File: config.mk
export PLATFORM = sky130hd
export DESIGN_NAME = toggle_event_receiver
export DESIGN_NICKNAME = d
export VERILOG_FILES = /design/src/rtl/toggle_event_receiver.sv
export SDC_FILE = /design/constraint.sdc
export NUM_CORES = 1
export LEC_CHECK = 0
export ABC_AREA = 0
export CAP_MARGIN = 20
export CELL_PAD_IN_SITES_DETAIL_PLACEMENT = 0
export CELL_PAD_IN_SITES_GLOBAL_PLACEMENT = 1
export CORE_MARGIN = 2
export CORE_UTILIZATION = 32
export CTS_BUF_LIST = sky130_fd_sc_hd__clkbuf_2 sky130_fd_sc_hd__clkbuf_4 sky130_fd_sc_hd__clkbuf_8
export DETAILED_ROUTE_END_ITERATION = 10
export MAX_ROUTING_LAYER = met4
export PLACE_DENSITY_LB_ADDON = 0.1
export SLEW_MARGIN = 25
export SYNTH_ARGS = -nofsm -noshare
export SYNTH_HDL_FRONTEND = slang
export SYNTH_SLANG_ARGS = --single-unit
File: constraint.sdc
create_clock -name clk -period 1.9 [get_ports clk]
set_input_delay 0.38 -clock clk [delete_from_list [all_inputs] [get_ports clk]]
set_output_delay 0.38 -clock clk [all_outputs]
set_load 0.005 [all_outputs]
File: src/rtl/toggle_event_receiver.sv
// Toggle-link receiver: sync tog_in, 1-cycle evt_pulse SYNC_STAGES+1 edges after each level change, events queued in pend_cnt.
// Backpressure: evt_ready low holds events (pend_cnt saturates, sticky overflow marks drops); TOGGLE_ACK_EN adds the ack_tog return toggle.
module toggle_event_receiver #(
   parameter int SYNC_STAGES = 2,
   parameter int CNT_W       = 4
) (
   input  logic             clk,
   input  logic             rst,
   input  logic             tog_in,
   output logic             evt_pulse,
   output logic             evt_valid,
   input  logic             evt_ready,
   output logic [CNT_W-1:0] pend_cnt,
   output logic             overflow,
   input  logic             clr_ovf,
   output logic             ack_tog
);

   localparam logic [CNT_W-1:0] CNT_FULL = '1;
   localparam logic [CNT_W-1:0] CNT_ONE  = {{(CNT_W-1){1'b0}}, 1'b1};

   logic [SYNC_STAGES-1:0] sync_q, sync_d;
   logic                   prev_q, prev_d;
   logic                   pulse_q, pulse_d;
   logic [CNT_W-1:0]       cnt_q, cnt_d;
   logic                   ovf_q, ovf_d;

   logic ts;
   logic det;
   logic acc;
   logic cnt_full;
   logic drop;

   assign ts       = sync_q[SYNC_STAGES-1];
   assign det      = ts ^ prev_q;
   assign cnt_full = (cnt_q == CNT_FULL);
   // valid comes only from the counter register, never from the sync chain
   assign evt_valid = (cnt_q != '0);
   assign acc       = evt_valid & evt_ready;
   assign drop      = det & ~acc & cnt_full;

   always_comb begin
      sync_d  = {sync_q[SYNC_STAGES-2:0], tog_in};
      prev_d  = ts;
      pulse_d = det;
      cnt_d   = cnt_q;
      ovf_d   = ovf_q;

      // a simultaneous detect and accept cancel out, so full+accept never drops
      unique case ({det, acc})
         2'b10:   if (!cnt_full) cnt_d = cnt_q + CNT_ONE;
         2'b01:   cnt_d = cnt_q - CNT_ONE;
         default: cnt_d = cnt_q;
      endcase

      if (clr_ovf) ovf_d = 1'b0;
      if (drop)    ovf_d = 1'b1;
   end

   always_ff @(posedge clk) begin
      if (rst) begin
         sync_q  <= '0;
         prev_q  <= 1'b0;
         pulse_q <= 1'b0;
         cnt_q   <= '0;
         ovf_q   <= 1'b0;
      end else begin
         sync_q  <= sync_d;
         prev_q  <= prev_d;
         pulse_q <= pulse_d;
         cnt_q   <= cnt_d;
         ovf_q   <= ovf_d;
      end
   end

   assign evt_pulse = pulse_q;
   assign pend_cnt  = cnt_q;
   assign overflow  = ovf_q;

`ifdef TOGGLE_ACK_EN
   logic ack_q, ack_d;

   assign ack_d = ack_q ^ acc;

   always_ff @(posedge clk) begin
      if (rst) ack_q <= 1'b0;
      else     ack_q <= ack_d;
   end

   assign ack_tog = ack_q;
`else
   assign ack_tog = 1'b0;
`endif

endmodule
; ---- Yosys cells after proc, flatten, opt, wreduce, memory -nomap -nowiden
; Index checks and enable logic that the tools add are counted.
; Widths: inputs -> output; s select.
[word_totals]
reg_bits = 9
in_bits = 5
word_cells = 24
[op_classes]
addsub = 2
n_eq_ne = 4
muxes = 4
n_bitwise = 5
n_reduce_logical = 4
[ops]
columns = operator, count
row1 = $pmux 4 s2, 1
row2 = $add 4x1->4 const B, 1
row3 = $eq 4x4->1 const B, 1
row4 = $mux 4, 1
row5 = $reduce_bool 2->1, 2
row6 = $reduce_bool 4->1, 1
row7 = $sub 4x1->4 const B, 1
row8 = $and 1x1->1, 3
row9 = $eq 2x1->1 const B, 1
row10 = $eq 2x2->1 const B, 1
row11 = $mux 1, 2
row12 = $ne 2x2->1 const B, 1
row13 = $reduce_and 2->1, 1
row14 = $not 1->1, 1
row15 = $xor 1x1->1, 1

; ---- Depth between registers and ports, before layout
; Gate-level depths: netlist of run 1.
[logic_depth]
ltp_word = 6
depth_mapped = 8
ltp_nobuf = 8

; ---- Least setup slack after synthesis of run 1
; No wires, ideal clock.
[synth_timing]
path_type = register to register
start = reg cnt_q[2] (netlist: pend_cnt[2])
end = reg cnt_q[3] (netlist: pend_cnt[3])
setup_ps = 130
arrival_ps = 1884
path_slack_ps = -114
path_stages_with_launch = 9
n_path_buf = 0
synth_period_minus_slack_ps = 2014
cell_sequence = dfxtp_1 > o41a_1 > nand2_1 > inv_2 > ha_1 > a21oi_1 > a21boi_0 > mux2i_1 > o311ai_1
[synth_via]
elab_chain_len = 5
word_cells_on_any_way = 12
[synth_rtl]
columns = item, line
row1 = from (decl), 25  ; logic [CNT_W-1:0] cnt_q, cnt_d;
row2 = from (signal assigned), 71  ; cnt_q <= cnt_d;
row3 = "parallel branches: the longest is 5 deep, another holds $add 4x1->4", --
; Parallel ways; which one is timed is not known. The select of a mux whose other input is x is not followed.
; A chain may end at the register's enable or synchronous reset.

; ---- Final worst setup path of run 1
[layout_timing]
start = reg cnt_q[2] (netlist: pend_cnt[2])
end = reg cnt_q[2] (netlist: pend_cnt[2])
; Same word-level chain as after synthesis.

==> results.md, run 1 <==
- The worst setup path is launched from a flip-flop.
- Setup repair after global routing could not meet its margin everywhere.
- The launching point of the worst reg2reg path is pend_cnt[2].
- Row generation in the floorplan step produced 14 rows.
- The share of total power dissipated in the clock network is 0.146.
- The timing-limited maximum frequency is 0.5477 GHz.
- The number of H-tree levels is 1.
- The number of nets still failing antenna checks after routing is 0.
- The met2 wire length is 557 µm.
- The tool flagged a number of max-cap violations equal to 0.
- A synthesized cell averages 9.136 µm².
- The worst-case reg-to-reg path depth is 9.
- The sequential cell area fraction in the yosys report is 0.3721.
- The die is 42.90 µm wide.
- In this run the most critical hold path is launched from sync_q[0].
- The wire length of the first global-routing pass is 1904 µm.
- The core region is 0.001454 mm².
- The critical path endpoint category is a flip-flop.
- TritonCTS built the clock tree.
- The number of hold violations in the final report is 0.
- The number of port buffers is 11.
- Across every metal layer, demand over resource in global routing totals 0.1409.
- The delay of the slowest critical-path stage is 0.44 ns.
- Sorting the synthesized cells by how often they occur yields 9 x sky130_fd_sc_hd__dfxtp_1, 6 x sky130_fd_sc_hd__nor2_1, 4 x sky130_fd_sc_hd__nor2b_1.
- The critical-path cell with the highest stage delay is sky130_fd_sc_hd__o41a_1.
- Dividing the final minimum period by the clock period gives 0.9609.
- The number of antenna violations at the first check in global routing is 0.
- The run finished with clean final reports.
- In this run, synthesis inferred 0 flip-flops with an integrated enable.
- The flip-flop and latch count after synthesis is 9.
- The final layout contains routed wiring with a total length of 1108 µm.
- The floorplan die height is 42.90 µm.
- The flip-flop cell with the highest count after synthesis is sky130_fd_sc_hd__dfxtp_1.
- The count of inserted antenna diode cells is 0.
- The critical path is of the flip-flop to flip-flop type.
- The share of synthesized area in the top cell type comes to 0.3721.
- The full die area is 0.001840 mm².
- Counting instances, the worst hold path has a depth of 1.
- In this run the power spent charging and discharging nets is 0.0003902 W.
- After synthesis, the cell types taking the most area are sky130_fd_sc_hd__dfxtp_1 37%, sky130_fd_sc_hd__ha_1 5.2%, sky130_fd_sc_hd__nor2b_1 5.2%, sky130_fd_sc_hd__nor2_1 4.7%, sky130_fd_sc_hd__fa_1 4.1%.
- The setup check on the worst reg-to-reg path leaves a slack of 0.07 ns.
- The largest voltage drop on the vdd net is 698.3 µV.
- The iteration-0 DRC count of the detailed router is 7.
- The critical path buffer and inverter count is 2.
- After detailed placement, the design holds a cell count of 89.
- The post-detailed-route via-to-cell ratio is 4.800.
- The met3 wirelength from detailed routing is 55 µm.
- The shortest clock period the worst path allows after layout is 1.826 ns.
- The clock-pin slew on the worst setup and hold paths is 0.06 ns.
- The number of warnings printed during yosys synthesis is 0.
- Along the worst path, the maximum fanout reaches 4.
- The fraction of synthesis flops using an asynchronous set or reset pin is 0.
- Of the total power, the share spent switching nets is 0.3531.
- The clock reaches the later pin of the worst-skew pair after 0.26 ns.
- The count of hold-fix buffers inserted at cts is 0.
- The cell count after synthesis came out at 53.
- The worst register-to-register path ends at pend_cnt[2].
- The remaining global-route overflow is 0.
- The fraction of final layout cells with drive strength greater than 1 is 0.3671.
- The power density over the cells is 1420 mW/mm².
- For this design the static power due to leakage is 0.3175 nW.
- At the end of the flow, the number of nets in the layout was 88.
- In this run, distinct cell masters in the synthesized netlist total 29.
- The worst endpoint data arrival time is 1.96 ns.
- The endpoint with the worst hold slack is sync_q[1].
- The max-slew violation count is 0.
- The uppermost layer routed is met3.
- The met1 layer wirelength in the final routing is 494 µm.
- The sequential share of power is 0.238.
- The number of buffers inserted during clock tree synthesis is 3.
- The largest clock skew in the final design is 0.004157 ns.
- Summed over all instances, the cell type with the most area after synthesis is sky130_fd_sc_hd__dfxtp_1.
- The routed layout has 456 vias.
- The final weighted congestion of routability-driven global placement is 0.7780.
- The I/O pin total is 13.
- Walking the worst path, the cells encountered are o41a_1, nand2_2, inv_4, ha_4, buf_6, xor2_1, nor2_1, o21ai_1, o41ai_2.
- The area growth from synthesis to layout is 60.72%.
- The mapped netlist covers 484.2 µm².
- The internal power is 0.0007150 W.
- The detailed-router iteration count before antenna repair is 3.
- In the final routed layout, each cell accounts on average for 11.66 µm.
- In this run the deepest clock path goes through 2 buffers.
- For this configuration, the core starts out at a cell density of 0.3330.
- Among all cell types in the netlist, the one instantiated most often is sky130_fd_sc_hd__dfxtp_1.
- The part of the total power dissipated in combinational logic is 0.616.
- Entering global routing, the biggest net connects 11 pins.
- For this run, design rule violations remaining after detail routing come to 0.
- The root buffer cell chosen for the clock tree is sky130_fd_sc_hd__clkbuf_4.
- The number of nets in the synthesized netlist is 61.
- The worst endpoint required time is 2.04 ns.
- The worst hold path class is flip-flop to flip-flop.
- The via count of the first global-routing pass is 447.
- Leaving out filler cells and counting taps, the final layout contains 95.
- The total clock sinks is 9.
- The post-layout utilization of the core is 0.5353.
- The kind of cell with the highest combined delay on the critical path is compound AO/OA/AOI/OAI gates.
- The final HPWL from detailed placement is 846.7 µm.
- The setup-violating endpoint count in the final report is 0.
-- cells in the final DEF (no fill, tap or decap), types with 2 or more instances in the layout --
cell	count
sky130_fd_sc_hd__a21oi_1	2
sky130_fd_sc_hd__buf_4	12
sky130_fd_sc_hd__clkbuf_4	4
sky130_fd_sc_hd__clkdlybuf4s50_1	10
sky130_fd_sc_hd__dfxtp_1	7
sky130_fd_sc_hd__dfxtp_2	2
sky130_fd_sc_hd__inv_1	3
sky130_fd_sc_hd__nor2_1	6
sky130_fd_sc_hd__nor2b_1	4
-- area by class of cell --
cell class                 instances  area [µm²]
clock buffer                       4       30.03
multi-input combinational         38       316.6
timing repair buffer              24       211.5
tap                               16       20.02
sequential                         9       182.7
inverter                           4       17.52
fill                             145       675.6
-- per-layer routing --
metal / vias up / global-route usage
met5: - / -
met4: 0 / 0.06250
met3: 0 / 0.02553
met2: 11 / 0.2152
met1: 208 / 0.1806
li1: 237 / -
-- metrics by stage --
step / TNS, ns / cell area (µm²) / total power, W / setup slack [ns] / hold slack, ns
floorplan: 0 / 500.5 / 0.0005509 / 0.03002 / 0.4138
global placement: -0.3299 / 701.9 / 0.0008562 / -0.1769 / 0.4193
detailed placement: -0.4475 / 701.9 / 0.0008567 / -0.2432 / 0.4295
CTS: 0 / 730.7 / 0.001013 / 0.003336 / 0.4533
global route: -0.03393 / 778.2 / 0.001192 / -0.03345 / 0.4833
finish: 0 / 778.2 / 0.001105 / 0.07425 / 0.4477
-- cell families after synthesis --
family / count (synthesis) / share of synthesized area
AOI/OAI and AO/OA: 11 / 0.1602
xor gates and xnor gates: 2 / 0.03618
adders and majority gates: 3 / 0.09302
buffers and inverters: 6 / 0.05425
DFF: 9 / 0.3721
muxes: 1 / 0.02067
other: 1 / 0.007745
and+or+nand+nor: 20 / 0.2558
-- worst max-delay path by stage --
| stage | start | to | slack (ns) | cells after the start |
|---|---|---|---|---|
| detailed placement | evt_ready | pend_cnt[3] | -0.24 | 9 |
| CTS | pend_cnt[2] | evt_valid | 0.003 | 2 |
| finish | pend_cnt[2] | pend_cnt[2] | 0.07 | 9 |
| global placement | evt_ready | pend_cnt[3] | -0.18 | 9 |
| floorplan | pend_cnt[1] | pend_cnt[3] | 0.03 | 8 |
| global route | pend_cnt[2] | pend_cnt[2] | -0.03 | 9 |
-- worst register-to-register path: stages (launching register included) --
cell and delay [ns]:
sky130_fd_sc_hd__dfxtp_2 0.33, sky130_fd_sc_hd__o41a_1 0.44, sky130_fd_sc_hd__nand2_2 0.11, sky130_fd_sc_hd__inv_4 0.06, sky130_fd_sc_hd__ha_4 0.29, sky130_fd_sc_hd__buf_6 0.10, sky130_fd_sc_hd__xor2_1 0.13, sky130_fd_sc_hd__nor2_1 0.06
sky130_fd_sc_hd__o21ai_1 0.10, sky130_fd_sc_hd__o41ai_2 0.09
-- registers in the layout, indices dropped and copies added, names as in the netlist --
name / flops
prev_q: 1
pend_cnt: 4
evt_pulse: 1
sync_q: 2
overflow: 1
-- power groups by stage --
stage	Sequential, W	Clock [W]	Combinational, W
finish	0.000263	0.000162	0.000681
CTS	0.000257	0.000170	0.000586
global route	0.000265	0.000181	0.000747
floorplan	0.000279	0	0.000272
detailed placement	0.000261	0	0.000595
global placement	0.000261	0	0.000595
-- what timing repair did --
action	CTS	global route
gates resized for setup	1	11
setup endpoints to repair	1	3
gates cloned	0	0
setup buffers	0	2
hold endpoints to repair	0	0
pin swaps	0	4
Power figures use the tool's default switching activity.
==> run 2: changes to the inputs <==
GPL_ROUTABILITY_DRIVEN = 1   (was not set)
==> results of run 2 <==
Same layout as run 1: the final DEF is identical, and so are final timing and power.
